<file path="src/rtl/axis_frame_source_pkg.sv">
// Shared definitions for the AXI-Stream raster frame source: tuser bit map,
// pattern selector codes and FSM states.
package axis_frame_source_pkg;

    localparam int unsigned TUSER_SOF  = 0;
    localparam int unsigned TUSER_WIN0 = 1;

    typedef enum logic [1:0] {
        PAT_RASTER = 2'd0,
        PAT_CONST  = 2'd1,
        PAT_FREE   = 2'd2,
        PAT_ZERO   = 2'd3
    } pattern_e;

    typedef enum logic [1:0] {
        ST_IDLE   = 2'd0,
        ST_LOAD   = 2'd1,
        ST_ACTIVE = 2'd2,
        ST_GAP    = 2'd3
    } state_e;

endpackage

</file>
<file path="src/rtl/axis_frame_source_win.sv">
// Registered in-window flag for one window: evaluated on the coordinates of the
// beat about to be presented, held while that beat is stalled.
module axis_frame_source_win
    import axis_frame_source_pkg::*;
#(
    parameter int unsigned C_IMG_BITS = 12
) (
    input  logic                  clk,
    input  logic                  reset,
    input  logic                  update,
    input  logic                  clear,
    input  logic [C_IMG_BITS-1:0] ridx,
    input  logic [C_IMG_BITS-1:0] cidx,
    input  logic [C_IMG_BITS-1:0] left,
    input  logic [C_IMG_BITS-1:0] top,
    input  logic [C_IMG_BITS-1:0] width,
    input  logic [C_IMG_BITS-1:0] height,
    output logic                  in_win
);

    logic [C_IMG_BITS:0] right_ext;
    logic [C_IMG_BITS:0] bottom_ext;
    logic                hit;

    // One extra bit so left+width / top+height never wrap past the frame edge.
    always_comb begin
        right_ext  = {1'b0, left} + {1'b0, width};
        bottom_ext = {1'b0, top} + {1'b0, height};
        hit = ({1'b0, ridx} >= {1'b0, top})  && ({1'b0, ridx} < bottom_ext) &&
              ({1'b0, cidx} >= {1'b0, left}) && ({1'b0, cidx} < right_ext);
    end

    always_ff @(posedge clk) begin
        if (reset) begin
            in_win <= 1'b0;
        end else if (clear) begin
            in_win <= 1'b0;
        end else if (update) begin
            in_win <= hit;
        end
    end

endmodule

</file>
<file path="src/rtl/axis_frame_source.sv">
// AXI-Stream raster frame generator with per-frame latched geometry, SOF/EOL
// sideband, window flags and full tready backpressure.
module axis_frame_source
    import axis_frame_source_pkg::*;
#(
    parameter int unsigned C_PIXEL_WIDTH = 8,
    parameter int unsigned C_IMG_BITS    = 12,
    parameter int unsigned C_WIN_NUM     = 1,
    parameter int unsigned C_ROW_SHIFT   = 4
) (
    input  logic                            clk,
    input  logic                            reset,
    input  logic                            enable,
    input  logic [1:0]                      pattern,
    input  logic [C_PIXEL_WIDTH-1:0]        const_val,
    input  logic [C_IMG_BITS-1:0]           img_width,
    input  logic [C_IMG_BITS-1:0]           img_height,
    input  logic [C_IMG_BITS-1:0]           gap_cycles,
    input  logic [C_WIN_NUM*C_IMG_BITS-1:0] win_left,
    input  logic [C_WIN_NUM*C_IMG_BITS-1:0] win_top,
    input  logic [C_WIN_NUM*C_IMG_BITS-1:0] win_width,
    input  logic [C_WIN_NUM*C_IMG_BITS-1:0] win_height,
    output logic                            m_axis_tvalid,
    output logic [C_PIXEL_WIDTH-1:0]        m_axis_tdata,
    output logic [C_WIN_NUM:0]              m_axis_tuser,
    output logic                            m_axis_tlast,
    input  logic                            m_axis_tready,
    output logic                            busy,
    output logic                            frame_done
);

    localparam logic [C_IMG_BITS-1:0]    ONE_I = 1;
    localparam logic [C_PIXEL_WIDTH-1:0] ONE_P = 1;

    state_e                          state;
    logic [C_IMG_BITS-1:0]           sh_w, sh_h, sh_gap;
    logic [C_WIN_NUM*C_IMG_BITS-1:0] sh_left, sh_top, sh_wwid, sh_whgt;
    pattern_e                        sh_pat;
    logic [C_PIXEL_WIDTH-1:0]        sh_const;

    logic [C_IMG_BITS-1:0]    ridx, cidx, gap_cnt;
    logic [C_PIXEL_WIDTH-1:0] free_cnt;
    logic                     tvalid_r, sof_r, tlast_r, eof_r;
    logic [C_PIXEL_WIDTH-1:0] tdata_r;
    logic [C_WIN_NUM-1:0]     win_flags;

    logic                     hs, start_ok, do_latch, advance_beat, end_beat;
    logic [C_IMG_BITS-1:0]    nxt_r, nxt_c;
    logic [C_PIXEL_WIDTH-1:0] nxt_free, nxt_data, raster;

    // Fields for the next presented beat are computed here so that LOAD and an
    // accepted mid-frame beat share one registered update path.
    always_comb begin
        hs           = tvalid_r & m_axis_tready;
        start_ok     = enable && (img_width != '0) && (img_height != '0);
        end_beat     = (state == ST_ACTIVE) && hs && eof_r;
        advance_beat = (state == ST_LOAD) || ((state == ST_ACTIVE) && hs && !eof_r);
        do_latch     = start_ok && ((state == ST_IDLE) ||
                                    (end_beat && (sh_gap == '0)) ||
                                    ((state == ST_GAP) && (gap_cnt == '0)));
        nxt_r = '0;
        nxt_c = '0;
        if (state != ST_LOAD) begin
            if (cidx == sh_w - ONE_I) begin
                nxt_r = ridx + ONE_I;
            end else begin
                nxt_r = ridx;
                nxt_c = cidx + ONE_I;
            end
        end
        nxt_free = hs ? free_cnt + ONE_P : free_cnt;
        raster   = (C_PIXEL_WIDTH'(nxt_r) << C_ROW_SHIFT) + C_PIXEL_WIDTH'(nxt_c);
        nxt_data = '0;
        unique case (sh_pat)
            PAT_RASTER: nxt_data = raster;
            PAT_CONST:  nxt_data = sh_const;
            PAT_FREE:   nxt_data = nxt_free;
            default:    nxt_data = '0;
        endcase
    end

    always_ff @(posedge clk) begin
        if (reset) begin
            sh_w     <= '0;
            sh_h     <= '0;
            sh_gap   <= '0;
            sh_left  <= '0;
            sh_top   <= '0;
            sh_wwid  <= '0;
            sh_whgt  <= '0;
            sh_pat   <= PAT_RASTER;
            sh_const <= '0;
        end else if (do_latch) begin
            sh_w     <= img_width;
            sh_h     <= img_height;
            sh_gap   <= gap_cycles;
            sh_left  <= win_left;
            sh_top   <= win_top;
            sh_wwid  <= win_width;
            sh_whgt  <= win_height;
            sh_pat   <= pattern_e'(pattern);
            sh_const <= const_val;
        end
    end

    always_ff @(posedge clk) begin
        if (reset) begin
            state    <= ST_IDLE;
            tvalid_r <= 1'b0;
            tdata_r  <= '0;
            sof_r    <= 1'b0;
            tlast_r  <= 1'b0;
            eof_r    <= 1'b0;
            ridx     <= '0;
            cidx     <= '0;
            free_cnt <= '0;
            gap_cnt  <= '0;
        end else begin
            if (hs) begin
                free_cnt <= free_cnt + ONE_P;
            end
            unique case (state)
                ST_IDLE: if (start_ok) state <= ST_LOAD;
                ST_LOAD: begin
                    state    <= ST_ACTIVE;
                    tvalid_r <= 1'b1;
                end
                ST_ACTIVE: begin
                    if (end_beat) begin
                        tvalid_r <= 1'b0;
                        tdata_r  <= '0;
                        sof_r    <= 1'b0;
                        tlast_r  <= 1'b0;
                        eof_r    <= 1'b0;
                        if (sh_gap != '0) begin
                            state   <= ST_GAP;
                            gap_cnt <= sh_gap - ONE_I;
                        end else begin
                            state <= start_ok ? ST_LOAD : ST_IDLE;
                        end
                    end
                end
                ST_GAP: begin
                    if (gap_cnt == '0) begin
                        state <= start_ok ? ST_LOAD : ST_IDLE;
                    end else begin
                        gap_cnt <= gap_cnt - ONE_I;
                    end
                end
                default: state <= ST_IDLE;
            endcase
            if (advance_beat) begin
                ridx    <= nxt_r;
                cidx    <= nxt_c;
                tdata_r <= nxt_data;
                sof_r   <= (nxt_r == '0) && (nxt_c == '0);
                tlast_r <= (nxt_c == sh_w - ONE_I);
                eof_r   <= (nxt_c == sh_w - ONE_I) && (nxt_r == sh_h - ONE_I);
            end
        end
    end

    for (genvar k = 0; k < C_WIN_NUM; k++) begin : g_win
        axis_frame_source_win #(
            .C_IMG_BITS (C_IMG_BITS)
        ) u_win (
            .clk    (clk),
            .reset  (reset),
            .update (advance_beat),
            .clear  (end_beat),
            .ridx   (nxt_r),
            .cidx   (nxt_c),
            .left   (sh_left[k*C_IMG_BITS +: C_IMG_BITS]),
            .top    (sh_top[k*C_IMG_BITS +: C_IMG_BITS]),
            .width  (sh_wwid[k*C_IMG_BITS +: C_IMG_BITS]),
            .height (sh_whgt[k*C_IMG_BITS +: C_IMG_BITS]),
            .in_win (win_flags[k])
        );
    end

    assign m_axis_tvalid                         = tvalid_r;
    assign m_axis_tdata                          = tdata_r;
    assign m_axis_tlast                          = tlast_r;
    assign m_axis_tuser[TUSER_SOF]               = sof_r;
    assign m_axis_tuser[TUSER_WIN0 +: C_WIN_NUM] = win_flags;
    assign busy                                  = (state != ST_IDLE);
    assign frame_done                            = hs && eof_r;

endmodule

</file>
<file path="config.mk">
export PLATFORM = sky130hd
export DESIGN_NAME = axis_frame_source
export DESIGN_NICKNAME = d
export VERILOG_FILES = /design/src/rtl/axis_frame_source_pkg.sv /design/src/rtl/axis_frame_source_win.sv /design/src/rtl/axis_frame_source.sv
export SDC_FILE = /design/constraint.sdc
export NUM_CORES = 1
export LEC_CHECK = 0
export ABC_AREA = 1
export CORE_MARGIN = 4
export CORE_UTILIZATION = 58
export DETAILED_ROUTE_END_ITERATION = 10
export PLACE_DENSITY = 0.82
export SLEW_MARGIN = 20
export SYNTH_ARGS = -nofsm -noshare
export SYNTH_HDL_FRONTEND = slang
export SYNTH_SLANG_ARGS = --single-unit
</file>
<file path="constraint.sdc">
create_clock -name clk -period 4.61 [get_ports clk]
set_input_delay 0.922 -clock clk [delete_from_list [all_inputs] [get_ports clk]]
set_output_delay 0.922 -clock clk [all_outputs]
set_load 0.01 [all_outputs]
</file>
; ---- Yosys cells after proc, flatten, opt, wreduce, memory -nomap -nowiden
; Index checks and enable logic that the tools add are counted.
[classes]
bitwise = 1
multipliers = 0
muxes = 25
shifts = 0
n_div = 0
magnitude_cmp = 4
addsub = 10
n_reduce_logical = 37
eq_ne = 14
[ops]
columns = cell, count
row1 = 12-bit two-way mux, 7
row2 = 12-bit logical NOT, 4
row3 = "12-bit by 1-bit subtractor with 12-bit output, second input constant", 4
row4 = 12-bit equality test, 3
row5 = 12-bit nonzero test, 3
row6 = 8-bit two-way mux, 4
row7 = 12-bit by 12-bit adder with 13-bit output, 2
row8 = 12-bit by 13-bit < comparator with 1-bit output, 2
row9 = "12-bit by 1-bit adder with 12-bit output, second input constant", 2
row10 = 12-bit greater-or-equal comparator, 2
row11 = 12-bit one-hot mux with 2 select lines, 1
row12 = 8-bit one-hot mux with 3 select lines, 1
row13 = 1-bit logical AND, 14
row14 = 2-bit nonzero test, 5
row15 = "8-bit by 1-bit adder with 8-bit output, second input constant", 1
row16 = 8-bit adder, 1
row17 = 2-bit two-way mux, 4
row18 = 2-bit one-hot mux with 4 select lines, 1
row19 = "2-bit equality test, second input constant", 3
row20 = 1-bit two-way mux, 6
row21 = "2-bit by 1-bit != test with 1-bit output, second input constant", 3
row22 = "2-bit != test, second input constant", 3
row23 = "2-bit by 1-bit equality test with 1-bit output, second input constant", 2
row24 = 2-bit logical NOT, 2
row25 = other kinds (8), 11
[word_totals]
wordCells = 111
regBits = 153
n_memories = 0
latch_bits = 0
mem_bits_ro = 0
mem_bits_rw = 0
out_inout_bits = 14
inputBits = 98

; ---- Logic depth before layout (Yosys ltp)
; Gate-level depths: netlist of the first run.
[logic_depth]
depth_word = 8
ltp_mapped = 35
depth_no_buf = 34

; ---- Hierarchy
; From an unflattened synthesis of the first run, not the netlist that was laid out.
[hier_totals]
hier_cells = 1633
area_unflattened_um2 = 10615.2
[modules_own_cells]
columns = mod, area_each_um2, n_inst, seq_area_each_um2, cells_per_inst
row1 = axis_frame_source, 8349.3, 1, 3042.9, 1278
row2 = axis_frame_source_win, 2265.9, 1, 20.0, 355

; ---- Least setup slack after synthesis of the first run
; No wires, ideal clock.
[synth_path]
path_kind = register -> register
from = register sh_w[0]
to = register g_win[0].u_win.in_win
stages_incl_launch_ff = 36
n_path_buf = 2
setup_slack_ns = 1.263
setup_ns = 0.116
period_less_slack_ns = 3.347
required_time_ns = 4.494
t_arrival_ns = 3.231
cell_sequence = dfxtp_1 > inv_2 > buf_6 > ha_1 > inv_1 > nand2_1 > nand2_1 > nor2_1 > nand3_1 > nor2_1 > nand3_1 > nor2_1 > nand3_2 > buf_6 > nand2_2 > nand3_4 > inv_1 > ha_1 > o21ai_0 > a21boi_0 > o21ai_0 > nand2_1 > nand2_1 > nand2_1 > nand2_1 > nand2_1 > o21ai_0 > inv_1 > nand2_1 > nand2_1 > nand2_1 > nand2_1 > nand2_1 > nor2_1 > nand2_1 > a21oi_1
[synth_between]
elab_chain_cells = 8
elab_cells_between_ends = 13
cone_classes = add/sub (1) / order compare (4) / eq/ne (1) / mux (4) / reduce/logical (3)
[synth_rtl]
columns = element, line_no
row1 = start: declaration, axis_frame_source.sv:36  ; logic [C_IMG_BITS-1:0] sh_w, sh_h, sh_gap;
row2 = start signal: assignment, axis_frame_source.sv:94  ; sh_w <= img_width;
row3 = 12-bit by 1-bit subtractor with 12-bit output *, axis_frame_source.sv:64  ; if (cidx == sh_w - ONE_I) begin
row4 = 12-bit equality test *, axis_frame_source.sv:64
row5 = 12-bit two-way mux *, axis_frame_source.sv:64
row6 = 12-bit two-way mux *, axis_frame_source.sv:63  ; if (state != ST_LOAD) begin
row7 = via g_win[0].u_win.ridx[1], axis_frame_source_win.sv:12  ; input logic [C_IMG_BITS-1:0] ridx,
row8 = 12-bit by 13-bit < comparator with 1-bit output / 12-bit greater-or-equal comparator (equally long branches), axis_frame_source_win.sv:29  ; hit = ({1'b0, ridx} >= {1'b0, top}) && ({1'b0, ridx} < bottom_ext) &&
row9 = 1-bit logical AND * (2 in series), axis_frame_source_win.sv:29
row10 = 1-bit logical AND *, axis_frame_source_win.sv:30  ; ({1'b0, cidx} >= {1'b0, left}) && ({1'b0, cidx} < right_ext);
row11 = end signal: assignment, axis_frame_source_win.sv:39  ; in_win <= hit;
row12 = end: declaration, axis_frame_source_win.sv:18  ; output logic in_win
; Mark *: on every way through the listed nets, which the timed path passes. The rest lies on a longest branch.
; A chain may end at the register's enable or synchronous reset.

; ---- Final worst setup path of the first run
[layout_path]
from = register sh_w[0]
to = register g_win[0].u_win.in_win
[layout_between]
elab_cells_between_ends = 13
cone_classes = add/sub (1) / order compare (4) / eq/ne (1) / mux (4) / reduce/logical (3)
[layout_rtl]
columns = element, line_no
row1 = 12-bit by 1-bit subtractor with 12-bit output *, axis_frame_source.sv:64
row2 = 12-bit equality test *, axis_frame_source.sv:64
row3 = 12-bit two-way mux *, axis_frame_source.sv:64
row4 = 12-bit two-way mux *, axis_frame_source.sv:63
row5 = via g_win[0].u_win.cidx[1], axis_frame_source_win.sv:13  ; input logic [C_IMG_BITS-1:0] cidx,
row6 = 12-bit greater-or-equal comparator, axis_frame_source_win.sv:30
row7 = 1-bit logical AND, axis_frame_source_win.sv:29
row8 = 1-bit logical AND *, axis_frame_source_win.sv:30
; Marked as above.

==> reports/metrics.yaml, run 1 <==
status: "complete, no violations"
setup_tns_ns: 0
netlist.area_leader.share: 0.299
clkSinkCount: 153
antenna_found_initial: 0
dp_hpwl_um: 21600
area_growth_pct: 18.3
fin_worst_skew_ns: 0.00711
core.rowCount: 48
cts_buffers: 17
die_x_um: 141
avgSynthCellArea_um2: 6.71
synth_async_sr_flop_share: 0
die_y_um: 141
dp_cells: 1818
max_stage_delay_ns: 0.34
insertion_delay_ns: 0.43
slew_viol_final: 0
drc_errors: 0
synth_area_leaders: "dfxtp_1 (30%), nand2_1 (10%), ha_1 (9.4%)"
clk_pin_slew_worst_paths_ns: 0.07
finalHoldViolations: 0
powerDensity_nw_per_um2: 466
crit_top_cell: "nand2_1"
core_um2: 17300
ys_ff_latch: 153
cts_resized: 0
crit_type: "flop to flop"
synth.yosys.seq_area_share: 0.299
route.vias.total: 10200
min_period_ns: 4.12
final_common_cell: "nand2_1"
max_slew.worst_pin.slew_ns: 1.04
final_cell_mix: "nand2_1 (274), inv_1 (197), nor2_1 (180)"
hold_path_class: "flop to flop"
cts_tree: "yes"
final_layout_size_suffix_gt1_frac: 0.0572
viasPerCell: 5.50
required_ns: 4.98
power.leakage_uw: 0.00566
hold_buffers: 0
startpoint: "sh_w[0]$_SDFFE_PP0P_"
globalplace.congestion: 0.954
start_util: 0.592
finalSetupViolCount: 0
r2r_start: "sh_w[0]$_SDFFE_PP0P_"
critPathSlowestCell: "dfxtp_1"
ys_warn_count: 0
layout.nets: 1790
crit_arrival_ns: 4.48
n_antenna_cell: 0
grt_pass1_vias: 9540
cts_setup_buffers: 0
grt_max_degree: 129
ir_drop_uv: 310
rsz0062_at_grt: "false"
fp.dieArea_um2: 19800
synth_edf_count: 0
grt_util_all_layers: 0.283
cts_max_path_buffers: 2
portBuffers: 111
synth-main-ff-cell: "dfxtp_1"
synth_top_area_cell: "dfxtp_1"
start_kind: "flop"
max_freq_mhz: 243
grt_pass1_wl_um: 46300
finalWirelength_um: 28100
firstDrtPassIters: 5
syn_area_um2: 10200
grt_overflow: 0
fin_cells: 1850
wl_per_cell_um: 15.2
period_share: 0.893
max_cap_violations: 0
final_antenna_net_count: 0
cts-root-buf: "clkbuf_16"
ys_types: 46
syn-instance-count: 1525
setup.worst_path.end_class: "flop"
synth_nets: 1703
ios: 112
relSlewSlack: 0.304
cts_max_level: 4
path_max_fanout: 11
nFillCells: 1521
hp-start: "sh_const[0]$_SDFFE_PP0P_"
dr.first_iter.drc_count: 649
cell usage after synthesis (2+ instances only):
cell	number
a211oi_1	5
a21boi_0	2
a21o_1	3
a21oi_1	139
a31oi_1	7
and3_1	2
buf_1	2
buf_2	3
buf_4	4
buf_6	2
clkbuf_1	46
dfxtp_1	153
fa_1	3
ha_1	77
inv_1	198
inv_2	5
nand2_1	275
nand2_2	11
nand2_4	2
nand3_1	75
nand3_2	13
nand3b_1	6
nand4_1	28
nor2_1	180
nor2_2	5
nor2_4	5
nor3_1	16
nor4_1	11
o211ai_1	2
o21ai_0	159
o21bai_1	5
o221ai_1	5
o22ai_1	2
or2_2	2
xnor2_1	14
xor2_1	48
registers in the layout, summed over array words and instances (netlist names), 2 cells and up:
register and cells:
gap_cnt 12, sh_gap 12, sh_h 12, sh_whgt 12, m_axis_tdata 8, sh_w 12
sh_const 8, ridx 12, cidx 12, free_cnt 8, sh_wwid 12, sh_left 12
state 2, sh_pat 2, sh_top 12
worst paths after layout:
check	to	depth (start not counted)	slack [ns]
min	sh_const[0]$_SDFFE_PP0P_	2	0.47
max	g_win[0].u_win.in_win$_SDFFE_PP0P_	28	0.49
min reg2reg	sh_const[0]$_SDFFE_PP0P_	2	0.47
max reg2reg	g_win[0].u_win.in_win$_SDFFE_PP0P_	28	0.49
final cells by class:
type / count / area (µm²) / share of cell area
clock buffers: 18 / 429 / 0.0354
multi-input cells: 1112 / 6180 / 0.511
repair buffers: 125 / 1250 / 0.104
flip-flops and latches: 153 / 3060 / 0.253
inverters: 203 / 762 / 0.0629
well taps: 225 / 282 / 0.0232
clock inverters: 14 / 138 / 0.0114
logic make-up after synthesis:
kind of cell / after synthesis / synth area share
AND/OR/NAND/NOR: 634 / 0.276
XOR/XNOR: 62 / 0.0530
AO/OA/AOI/OAI: 335 / 0.173
flip-flops: 153 / 0.299
buffers and inverters: 260 / 0.0986
adder cells (fa/ha/maj): 80 / 0.100
multiplexers: 1 / 0.000978
per-layer routing:
layer,track usage,up-vias,part of all wire
met1,0.392,4697,0.48
met3,0.0533,26,0.053
li1,-,5195,-
met4,0.0637,0,0.013
met5,0,-,0
met2,0.460,264,0.46
stage by stage:
step / util / worst slack, ns / total power (µW) / cell area (µm²) / hold slack [ns]
detailed placement: 0.667 / 0.558 / 4270 / 11500 / 0.456
global route: 0.700 / 0.0674 / 6100 / 12100 / 0.483
floorplan: - / 1.26 / 3570 / 10200 / 0.430
CTS: 0.700 / 0.519 / 5630 / 12100 / 0.467
global placement: 0.667 / 0.615 / 4210 / 11500 / 0.450
finish: 0.700 / 0.494 / 5640 / 12100 / 0.469
critical path: cells and delay by family (launching register included):
kind | cells | cell delay, ns
simple gates | 17 | 1.91
compound gates | 6 | 0.82
fa+ha+maj | 2 | 0.61
buf+inv | 3 | 0.37
flops | 1 | 0.34
power breakdown:
part,switching (µW),total (µW),internal [µW]
logic,1610,2560,946
clock network,640,1350,714
registers,195,1730,1530
total,2450,5640,3190
Note: power is estimated with default switching activity, not from simulation.
==> run 2: changes to the inputs <==
Settings changed: GPL_TIMING_DRIVEN set to 0, MAX_ROUTING_LAYER set to met4.
==> reports/metrics.yaml, run 2 (synthesized netlist as in run 1, its figures left out) <==
hp-start: "m_axis_tdata[2]$_SDFFE_PP0P_"
period_share: 0.906
cts-root-buf: "clkbuf_16"
clkSinkCount: 153
crit_arrival_ns: 4.55
cts_buffers: 17
ios: 112
hold_path_class: "flop to flop"
dr.first_iter.drc_count: 964
max_slew.worst_pin.slew_ns: 0.838
start_util: 0.592
firstDrtPassIters: 8
min_period_ns: 4.18
antenna_found_initial: 0
path_max_fanout: 10
start_kind: "flop"
portBuffers: 110
finalSetupViolCount: 0
clk_pin_slew_worst_paths_ns: 0.07
cts_max_path_buffers: 2
grt_util_all_layers: 0.320
crit_type: "flop to flop"
fin_worst_skew_ns: 0.0130
dp_hpwl_um: 24100
fp.dieArea_um2: 19800
grt_pass1_vias: 9971
core.rowCount: 48
n_antenna_cell: 0
finalHoldViolations: 0
layout.nets: 1832
seq_area_um2: 3060
critical_path_buf_inv_count: 5
setup.worst_path.end_class: "flop"
critPathSlowestCell: "dfxtp_1"
relSlewSlack: 0.440
startpoint: "sh_w[0]$_SDFFE_PP0P_"
power_uw: 5900
area_growth_pct: 19.8
power.leakage_uw: 0.00571
max_stage_delay_ns: 0.34
final_layout_size_suffix_gt1_frac: 0.0516
cts_max_level: 4
core_um2: 17300
final_common_cell: "nand2_1"
globalplace.congestion: 1.02
insertion_delay_ns: 0.44
ir_drop_uv: 320
rrSetupSlack_ns: 0.43
nFillCells: 1505
wl_per_cell_um: 16.5
die_x_um: 141
die_y_um: 141
max_freq_mhz: 239
crit_top_cell: "nand2_1"
grt_max_degree: 17
grt_pass1_wl_um: 49700
drc_errors: 0
final_cell_mix: "nand2_1 (275), inv_1 (198), nor2_1 (180)"
grt_overflow: 0
final_antenna_net_count: 0
cts_tree: "yes"
route.vias.total: 10800
path_delay_family: "simple AND/OR/NAND/NOR gates"
multi_input_area_um2: 6170
viasPerCell: 5.73
setup_tns_ns: 0
finalWirelength_um: 31100
status: "complete, no violations"
rsz0062_at_grt: "false"
required_ns: 4.98
slew_viol_final: 0
powerDensity_nw_per_um2: 481
r2r_start: "sh_w[0]$_SDFFE_PP0P_"
max_cap_violations: 0
[run 2: where the power goes]
part	internal [µW]	switching (µW)	total (µW)	leakage, µW
combinational	943	1700	2640	0.00414
sequential	1530	187	1720	0.00126
clock	922	619	1540	0.000311
total	3400	2500	5900	0.00571
[run 2: tightest hold or removal path: stages (launching register included)]
cell	delay [ns]
dfxtp_1	0.31
nand2_1	0.06
a21oi_1	0.06
[run 2: layout make-up]
| class | instances | area share |
|---|---|---|
| multi-input cells | 1112 | 0.503 |
| flip-flops and latches | 153 | 0.250 |
| repair buffers | 110 | 0.0898 |
| inverters | 203 | 0.0621 |
| clock buffers | 18 | 0.0350 |
| well taps | 225 | 0.0230 |
| plain buffers | 57 | 0.0202 |
| clock inverters | 13 | 0.0168 |
[run 2: per-stage QoR]
| step | area (µm²) | cells | worst slack (ns) | utilization | hold WS [ns] |
|---|---|---|---|---|---|
| global route | 12300 | 1891 | 0.0282 | 0.709 | 0.497 |
| finish | 12300 | 1891 | 0.433 | 0.709 | 0.471 |
| detailed placement | 11600 | 1860 | 0.321 | 0.672 | 0.459 |
| CTS | 12300 | 1891 | 0.279 | 0.709 | 0.473 |
| global placement | 11600 | 1860 | 0.346 | 0.672 | 0.447 |
| floorplan | 10200 | 1525 | 1.26 | - | 0.430 |
[run 2: final timing paths]
kind,to,cells after the start
max reg2reg,g_win[0].u_win.in_win$_SDFFE_PP0P_,30
min,m_axis_tdata[2]$_SDFFE_PP0P_,2
max,g_win[0].u_win.in_win$_SDFFE_PP0P_,30
min reg2reg,m_axis_tdata[2]$_SDFFE_PP0P_,2
[run 2: per-layer routing]
layer,track usage,wire [µm],up-vias
li1,-,-,5276
met1,0.412,13400,4971
met2,0.520,14200,503
met3,0.0444,2610,76
met4,0.103,914,0
met5,-,0,-
[run 2: repair_timing]
item,CTS,global route
buffers inserted,0,0
hold endpoints to repair,0,0
hold buffers,0,0
gates resized for setup,0,2
endpoints found under the setup margin,0,1
==> run 3: changes to the inputs <==
Settings changed: CAP_MARGIN set to 20, CORE_MARGIN 4 to 2.
==> reports/metrics.yaml, run 3 (synthesized netlist as in run 1, its figures left out) <==
power_uw: 5840
p_sw_uw: 2580
globalplace.congestion: 1.00
grt_util_all_layers: 0.343
firstDrtPassIters: 5
crit_arrival_ns: 4.59
final_layout_size_suffix_gt1_frac: 0.0528
wl_per_cell_um: 16.2
crit_top_cell: "nand2_1"
relSlewSlack: 0.454
status: "complete, no violations"
hold_buffers: 0
cts-root-buf: "clkbuf_16"
dr.first_iter.drc_count: 1091
setup_tns_ns: 0
clk_pin_slew_worst_paths_ns: 0.07
fin_cells: 1892
max_stage_delay_ns: 0.33
dp_hpwl_um: 23500
final_cell_mix: "nand2_1 (275), inv_1 (198), nor2_1 (180)"
n_antenna_cell: 0
viasPerCell: 5.62
critical_path_buf_inv_count: 5
hold_path_class: "flop to flop"
finalWirelength_um: 30700
min_period_ns: 4.26
max_freq_mhz: 235
critPathSlowestCell: "dfxtp_1"
sw_frac_of_total: 0.441
grt_pass1_vias: 9742
intPower_uw: 3270
drc_errors: 0
core_um2: 17300
route.vias.total: 10600
pwr-share-clk: 0.253
start_kind: "flop"
final_common_cell: "nand2_1"
die_x_um: 137
cts_max_level: 4
cts_buffers: 17
cts_max_path_buffers: 2
cts_resized: 0
required_ns: 4.94
antenna_found_initial: 0
period_share: 0.924
insertion_delay_ns: 0.44
ir_drop_uv: 366
finalSetupViolCount: 0
final_antenna_net_count: 0
rsz0062_at_grt: "false"
crit_type: "flop to flop"
core.rowCount: 48
cts_setup_buffers: 0
max_slew.worst_pin.slew_ns: 0.817
power.share.sequential: 0.294
max_cap_violations: 0
die_y_um: 137
grt_pass1_wl_um: 48500
slew_viol_final: 0
grt_max_degree: 19
ios: 112
powerDensity_nw_per_um2: 477
start_util: 0.592
path_delay_family: "simple AND/OR/NAND/NOR gates"
cts_tree: "yes"
grt_overflow: 0
fin_worst_skew_ns: 0.00935
finalHoldViolations: 0
path_max_fanout: 10
area_growth_pct: 19.7
portBuffers: 110
setup.worst_path.end_class: "flop"
fp.dieArea_um2: 18700
power.leakage_uw: 0.00570
layout.nets: 1832
power_frac_comb: 0.453
clkSinkCount: 153
dp_cells: 1860
run 3: cell types whose count changed in the layout (fill, tap and decap cells not counted):
cell	previous run	this run
clkinv_4	3	1
clkinv_8	0	4
inv_6	3	1
inv_8	3	7
clkbuf_1	47	46
clkinvlp_4	0	1
bufinv_16	4	1
run 3: worst register-to-register path, delay by kind of cell (launching register included):
kind            cells  cell delay [ns]
fa+ha+maj           2             0.54
buf+inv             5             0.57
compound gates      4             0.49
simple gates       22             2.21
flops               1             0.33
run 3: layout make-up:
class | count | area [µm²]
repair buffers | 110 | 1100
flip-flops and latches | 153 | 3060
clock inverters | 15 | 199
multi-input cells | 1112 | 6170
well taps | 225 | 282
clock buffers | 17 | 425
fillers | 1480 | 5040
plain buffers | 57 | 248
inverters | 203 | 762
run 3: power by group through the flow:
| stage | combinational [µW] | clock [µW] | sequential (µW) |
|---|---|---|---|
| 2_1_floorplan | 1870 | 0 | 1690 |
| 3_3_place_gp | 2480 | 0 | 1730 |
| 3_5_place_dp | 2550 | 0 | 1740 |
| 4_1_cts | 2590 | 1480 | 1710 |
| 5_1_grt | 2970 | 1540 | 1740 |
| 6_report | 2650 | 1480 | 1720 |
run 3: path summary, 6_finish.rpt:
path                                                            to  slack, ns                    startpoint  depth (start not counted)
worst max register to register  g_win[0].u_win.in_win$_SDFFE_PP0P_       0.35          sh_w[0]$_SDFFE_PP0P_                         33
worst max-delay path            g_win[0].u_win.in_win$_SDFFE_PP0P_       0.35          sh_w[0]$_SDFFE_PP0P_                         33
worst min-delay path                  m_axis_tdata[0]$_SDFFE_PP0P_       0.47  m_axis_tdata[0]$_SDFFE_PP0P_                          2
worst min register to register        m_axis_tdata[0]$_SDFFE_PP0P_       0.47  m_axis_tdata[0]$_SDFFE_PP0P_                          2
run 3: metrics by stage:
stage               setup WS [ns]  cell area, µm²  hold WS (ns)  utilization
floorplan                    1.26           10200         0.430            -
global placement            0.425           11600         0.446        0.672
detailed placement          0.380           11600         0.457        0.672
CTS                         0.292           12200         0.468        0.708
global route               0.0635           12300         0.483        0.708
finish                      0.350           12300         0.469        0.708
run 3: metal layers:
| layer | global-route usage | wire length (µm) |
|---|---|---|
| met1 | 0.433 | 13200 |
| met2 | 0.543 | 14100 |
| met3 | 0.0711 | 2430 |
| met4 | 0.125 | 996 |
| met5 | - | 0 |
